### config.mk
export PLATFORM = sky130hd
export DESIGN_NAME = mem_port_arbiter
export DESIGN_NICKNAME = d
export VERILOG_FILES = /design/src/rtl/mem_port_arbiter.sv
export SDC_FILE = /design/constraint.sdc
export NUM_CORES = 1
export LEC_CHECK = 0
export ABC_AREA = 1
export BUFFER_PORTS_ARGS = -buffer_cell sky130_fd_sc_hd__buf_2
export CORE_AREA = 10 10 267 269
export CTS_CLUSTER_DIAMETER = 100
export DETAILED_ROUTE_END_ITERATION = 16
export DIE_AREA = 0 0 277 279
export PLACE_DENSITY = 0.45
export SYNTH_ARGS = -nofsm -noshare
export SYNTH_HDL_FRONTEND = slang
export SYNTH_SLANG_ARGS = --single-unit
### constraint.sdc
create_clock -name clk -period 5.7 [get_ports clk]
set_clock_uncertainty 0.15 [all_clocks]
set_input_delay 0 -clock clk [delete_from_list [all_inputs] [get_ports clk]]
set_output_delay 0 -clock clk [all_outputs]
set_load 0.1 [all_outputs]
### src/rtl/mem_port_arbiter.sv
// Arbitrates the single RAMHelper port between IF (read-only) and MEM (load/store) requesters.
// MEM has priority. A starvation counter forces an IF grant. The response follows one cycle later.
module mem_port_arbiter #(
  parameter int unsigned DATA_W     = 64,
  parameter logic [63:0] BASE       = 64'h8000_0000,
  parameter int unsigned SIZE_LOG2  = 27,
  parameter int unsigned STARVE_MAX = 4
) (
  input  logic              clk,
  input  logic              reset,
  input  logic              if_req_valid,
  input  logic [63:0]       if_req_addr,
  output logic              if_req_ready,
  output logic              if_rsp_valid,
  output logic [DATA_W-1:0] if_rsp_data,
  output logic              if_rsp_err,
  input  logic              mem_req_valid,
  input  logic              mem_req_wen,
  input  logic [63:0]       mem_req_addr,
  input  logic [DATA_W-1:0] mem_req_wdata,
  input  logic [DATA_W-1:0] mem_req_wmask,
  output logic              mem_req_ready,
  output logic              mem_rsp_valid,
  output logic [DATA_W-1:0] mem_rsp_data,
  output logic              mem_rsp_err,
  output logic              ram_en,
  output logic [63:0]       ram_ridx,
  input  logic [DATA_W-1:0] ram_rdata,
  output logic              ram_wen,
  output logic [63:0]       ram_widx,
  output logic [DATA_W-1:0] ram_wdata,
  output logic [DATA_W-1:0] ram_wmask
);

  localparam int unsigned CntW     = $clog2(STARVE_MAX + 1);
  localparam logic [63:0] RamBytes = 64'd1 << SIZE_LOG2;

  typedef enum logic [1:0] {StIdle, StRspIf, StRspMem} state_e;

  state_e            state_q;
  logic [CntW-1:0]   starve_cnt_q;
  logic [DATA_W-1:0] if_data_q, mem_data_q;
  logic              if_err_q, mem_err_q;

  logic              grant_if, grant_mem, access, in_range, sel_wen;
  logic [63:0]       sel_addr, offset, idx;
  logic [DATA_W-1:0] rsp_data_d;

  // Grants are suppressed while reset is held so every output reads 0.
  always_comb begin
    grant_if  = 1'b0;
    grant_mem = 1'b0;
    if (reset) begin
      if (starve_cnt_q == CntW'(STARVE_MAX) && if_req_valid) grant_if = 1'b1;
      else if (mem_req_valid)                               grant_mem = 1'b1;
      else if (if_req_valid)                                grant_if = 1'b1;
    end
  end

  always_comb begin
    sel_addr = grant_mem ? mem_req_addr : if_req_addr;
    sel_wen  = grant_mem & mem_req_wen;
    offset   = sel_addr - BASE;
    // Compare the offset rather than BASE + size so the upper bound cannot overflow.
    in_range = (sel_addr >= BASE) && (offset < RamBytes);
    idx      = offset >> 3;
    access   = (grant_if | grant_mem) & in_range;
  end

  always_comb begin
    if_req_ready  = grant_if;
    mem_req_ready = grant_mem;
    ram_en        = access & ~sel_wen;
    ram_wen       = access & sel_wen;
    ram_ridx      = access ? idx : 64'd0;
    ram_widx      = access ? idx : 64'd0;
    ram_wdata     = ram_wen ? mem_req_wdata : '0;
    ram_wmask     = ram_wen ? mem_req_wmask : '0;
    rsp_data_d    = ram_en ? ram_rdata : '0;
  end

  // State records the owner of the response in flight; it directly drives rsp_valid.
  always_ff @(posedge clk or negedge reset) begin
    if (!reset) begin
      state_q      <= StIdle;
      starve_cnt_q <= '0;
      if_data_q    <= '0;
      if_err_q     <= 1'b0;
      mem_data_q   <= '0;
      mem_err_q    <= 1'b0;
    end else begin
      if (grant_if)       state_q <= StRspIf;
      else if (grant_mem) state_q <= StRspMem;
      else                state_q <= StIdle;

      if (grant_if) begin
        if_data_q <= rsp_data_d;
        if_err_q  <= ~in_range;
      end
      if (grant_mem) begin
        mem_data_q <= rsp_data_d;
        mem_err_q  <= ~in_range;
      end

      if (grant_if || !if_req_valid) begin
        starve_cnt_q <= '0;
      end else if (grant_mem && starve_cnt_q != CntW'(STARVE_MAX)) begin
        starve_cnt_q <= starve_cnt_q + 1'b1;
      end
    end
  end

  always_comb begin
    if_rsp_valid  = (state_q == StRspIf);
    mem_rsp_valid = (state_q == StRspMem);
    if_rsp_data   = if_rsp_valid ? if_data_q : '0;
    if_rsp_err    = if_rsp_valid & if_err_q;
    mem_rsp_data  = mem_rsp_valid ? mem_data_q : '0;
    mem_rsp_err   = mem_rsp_valid & mem_err_q;
  end

endmodule

==> run summary <==
outcome: completed
Fin. Hold Viols: 0
Initial Utilization: 16.74%
Core ar.: 0.06563 sq mm
Reg clk slew, reported paths: 0.07 ns
detailed placer's ending HPWL: 47.13 mm
most frequent cells in the layout: buf_2 (517), nor2_1 (455), inv_1 (320)
I/O pins: 717
DRT iter0 DRCs: 593
DR vias: 12630
cells after synthesis: 1754
IO buf count: 630
Final ANT Viol Nets: 0
final period utilization: 90.85%
drt via density: 3.859
die area: 0.07728 sq mm
CP arrival: 5.03 ns
critical path type: primary input to output port
clk sinks: 135
Startpoint Class: primary input
Seq/Total Area, Yosys: 30.76%
main area contributors after synthesis: dfrtp_1 (31%), nor2_1 (16%), inv_1 (11%)
layout net count: 2718
Worst Setup End Kind: output port
drt pass-1 iters: 6
clock buffer depth: 2
detailed-route wire length per cell: 17.81 um
Peak VDD IR: 0.1719 mV
H-tree depth: 4
leakage power: 9.666 nW
#FFs+latches synth: 135
Yosys top cell area share: 30.76%
Yosys cell types: 33
gr ovfl total: 0
vias in the first global route: 13160
FP Rows: 94
layout cells sized above 1: 31.46%
minimum clock period after layout: 5.178 ns
Design Power: 3.500 mW
Rel. slew slack: 35.12%
initial antenna violation count: 16
DIE HEIGHT: 279 um
max cap viols: 0
Fin Setup TNS: 0 ns
Synth Warn #: 0
Synth-to-Final Area Change: 60.45%
GPL Wtd Cong: 0.8210
commonest non-fill, non-tap cell in the layout: buf_2
worst-margin pin slew: 0.9732 ns
first-pass GRT wire length: 85.62 mm
Post-Route WL: 58.30 mm
Max Slew Vio Count: 0
Residual DRC: 0
Mapped Area: 0.01098 sq mm
Avg Cell Area, Syn: 6.262 sq um
hold crit path type: primary input to flip-flop
Skew-Pair Late Insertion Delay: 0.44 ns
Die X: 277 um
largest net degree at the start of global routing: 130
CTS tree: built
biggest area consumer among synthesized cells: dfrtp_1
Finish-stage setup viols: 0
RSZ-0062 raised after global routing: false
CP required: 5.55 ns
Global Route Usage Sum: 14.36%
clk root buf: clkbuf_16
CP Max Fanout: 129
fmax: 193.1 MHz
pwr dens: 198.6 mW/mm^2
cts bufs inserted: 17
[cells in the mapped netlist]
| cell type | instances |
|---|---|
| buf_1 | 17 |
| buf_4 | 109 |
| inv_2 | 2 |
| mux2i_1 | 1 |
| nand3_4 | 1 |
| inv_4 | 1 |
| clkbuf_1 | 45 |
| conb_1 | 1 |
| a21oi_1 | 153 |
| o21ai_1 | 2 |
| nand4_1 | 33 |
| nor3_1 | 3 |
| nor2_1 | 456 |
| inv_1 | 321 |
| nand2_2 | 7 |
| buf_6 | 17 |
| o21ai_0 | 8 |
| xor2_1 | 1 |
| dfrtp_1 | 135 |
| nand3_1 | 56 |
| nor3b_1 | 1 |
| nand4_2 | 38 |
| nand3b_1 | 33 |
| buf_8 | 3 |
| nand2_4 | 1 |
| buf_2 | 14 |
| nor2_2 | 10 |
| ha_1 | 3 |
| or2_2 | 1 |
| o21bai_1 | 1 |
| and3_1 | 1 |
| nor2_4 | 1 |
| nand2_1 | 278 |
[layer usage]
layer,routed length (um),track usage (%),vias up
met5,68,0,-
li1,-,-,6373
met3,4441,4.525,67
met1,22260,15.37,5677
met4,1614,4.362,10
met2,29910,26.49,504
[metrics by stage]
step / std cells / area [sq um] / util [%] / setup WS, ns / hold WS [ns]
2_1_floorplan: 1833 / 11280 / - / 1.041 / -0.4456
3_3_place_gp: 3145 / 16090 / 24.51 / 1.207 / -0.2533
3_5_place_dp: 3145 / 16090 / 24.51 / 1.222 / -0.2546
4_1_cts: 3262 / 17550 / 26.74 / 0.2567 / 0.001996
5_1_grt: 3270 / 17620 / 26.84 / 0.07292 / 0.06184
6_report: 3273 / 17620 / 26.86 / 0.5216 / 0.001172
[worst max-delay path, stage by stage]
cell and delay, ns:
dlygate4sd3_1 0.53, dlygate4sd3_1 0.58, buf_6 0.15, nand2_2 0.10, inv_4 0.42, nand2_8 0.30
buf_4 0.32, nand2_1 0.08, nand2_1 0.06, nor2_1 0.20, nand3_1 0.20, inv_1 0.18
nand3b_1 0.10, nand2_1 0.09, nand4_1 0.10, nand3b_1 0.17, nor2_1 0.12, nand4_1 0.15
buf_12 0.22, nor2_1 0.26, buf_2 0.46
[cells by family after synthesis]
| logic type | after synthesis | share of synthesized area [%] |
|---|---|---|
| AO/OA/AOI/OAI | 164 | 7.495 |
| other | 1 | 0.03414 |
| multiplexers | 1 | 0.09113 |
| XOR/XNOR | 1 | 0.07975 |
| AND/OR/NAND/NOR | 920 | 37.75 |
| flip-flops | 135 | 30.76 |
| buffers and inverters | 529 | 23.45 |
| adder cells (fa/ha/maj) | 3 | 0.3418 |
[layout make-up]
type	instances	area (sq um)
timing repair buffer	742	5954
clock inverter	13	170.2
multi-input combinational	1170	5371
tap	864	1081
fill	7372	48000
clock buffer	19	432.9
inverter	324	1221
antenna	6	15.01
sequential	135	3378
[repair_timing]
item                                    in CTS  in global routing
endpoints found under the setup margin       0                 70
setup buffers                                0                  4
gates resized for setup                      0                  1
hold buffers                                85                  0
endpoints found under the hold margin      266                  0
[flip-flops by register name (all words and copies together) (netlist names)]
register and count:
state_q 2, starve_cnt_q 3, if_data_q 64, mem_data_q 64, mem_err_q 1, if_err_q 1
[report_power, final]
part,internal (mW),switching [mW],total (mW)
Sequential,1.08,0.0652,1.15
Combinational,0.280,0.907,1.19
Clock,0.695,0.470,1.16
[path summary, 6_finish.rpt]
| path | start | to | slack [ns] | depth (start not counted) |
|---|---|---|---|---|
| max in group asynchronous | reset | mem_data_q[8]$_DFFE_PN0N_ | 3.89 | 4 |
| worst min register to register | if_err_q$_DFFE_PN0P_ | if_err_q$_DFFE_PN0P_ | 0.37 | 2 |
| worst min-delay path | mem_req_wen | if_data_q[43]$_DFFE_PN0P_ | 0.001 | 4 |
| worst max register to register | starve_cnt_q[0]$_DFFE_PN0P_ | if_data_q[49]$_DFFE_PN0P_ | 1.01 | 21 |
| min in group asynchronous | reset | mem_data_q[37]$_DFFE_PN0N_ | 0.52 | 4 |
| worst max-delay path | reset | ram_wmask[11] | 0.52 | 21 |
Note: power is estimated with default switching activity, not from simulation.
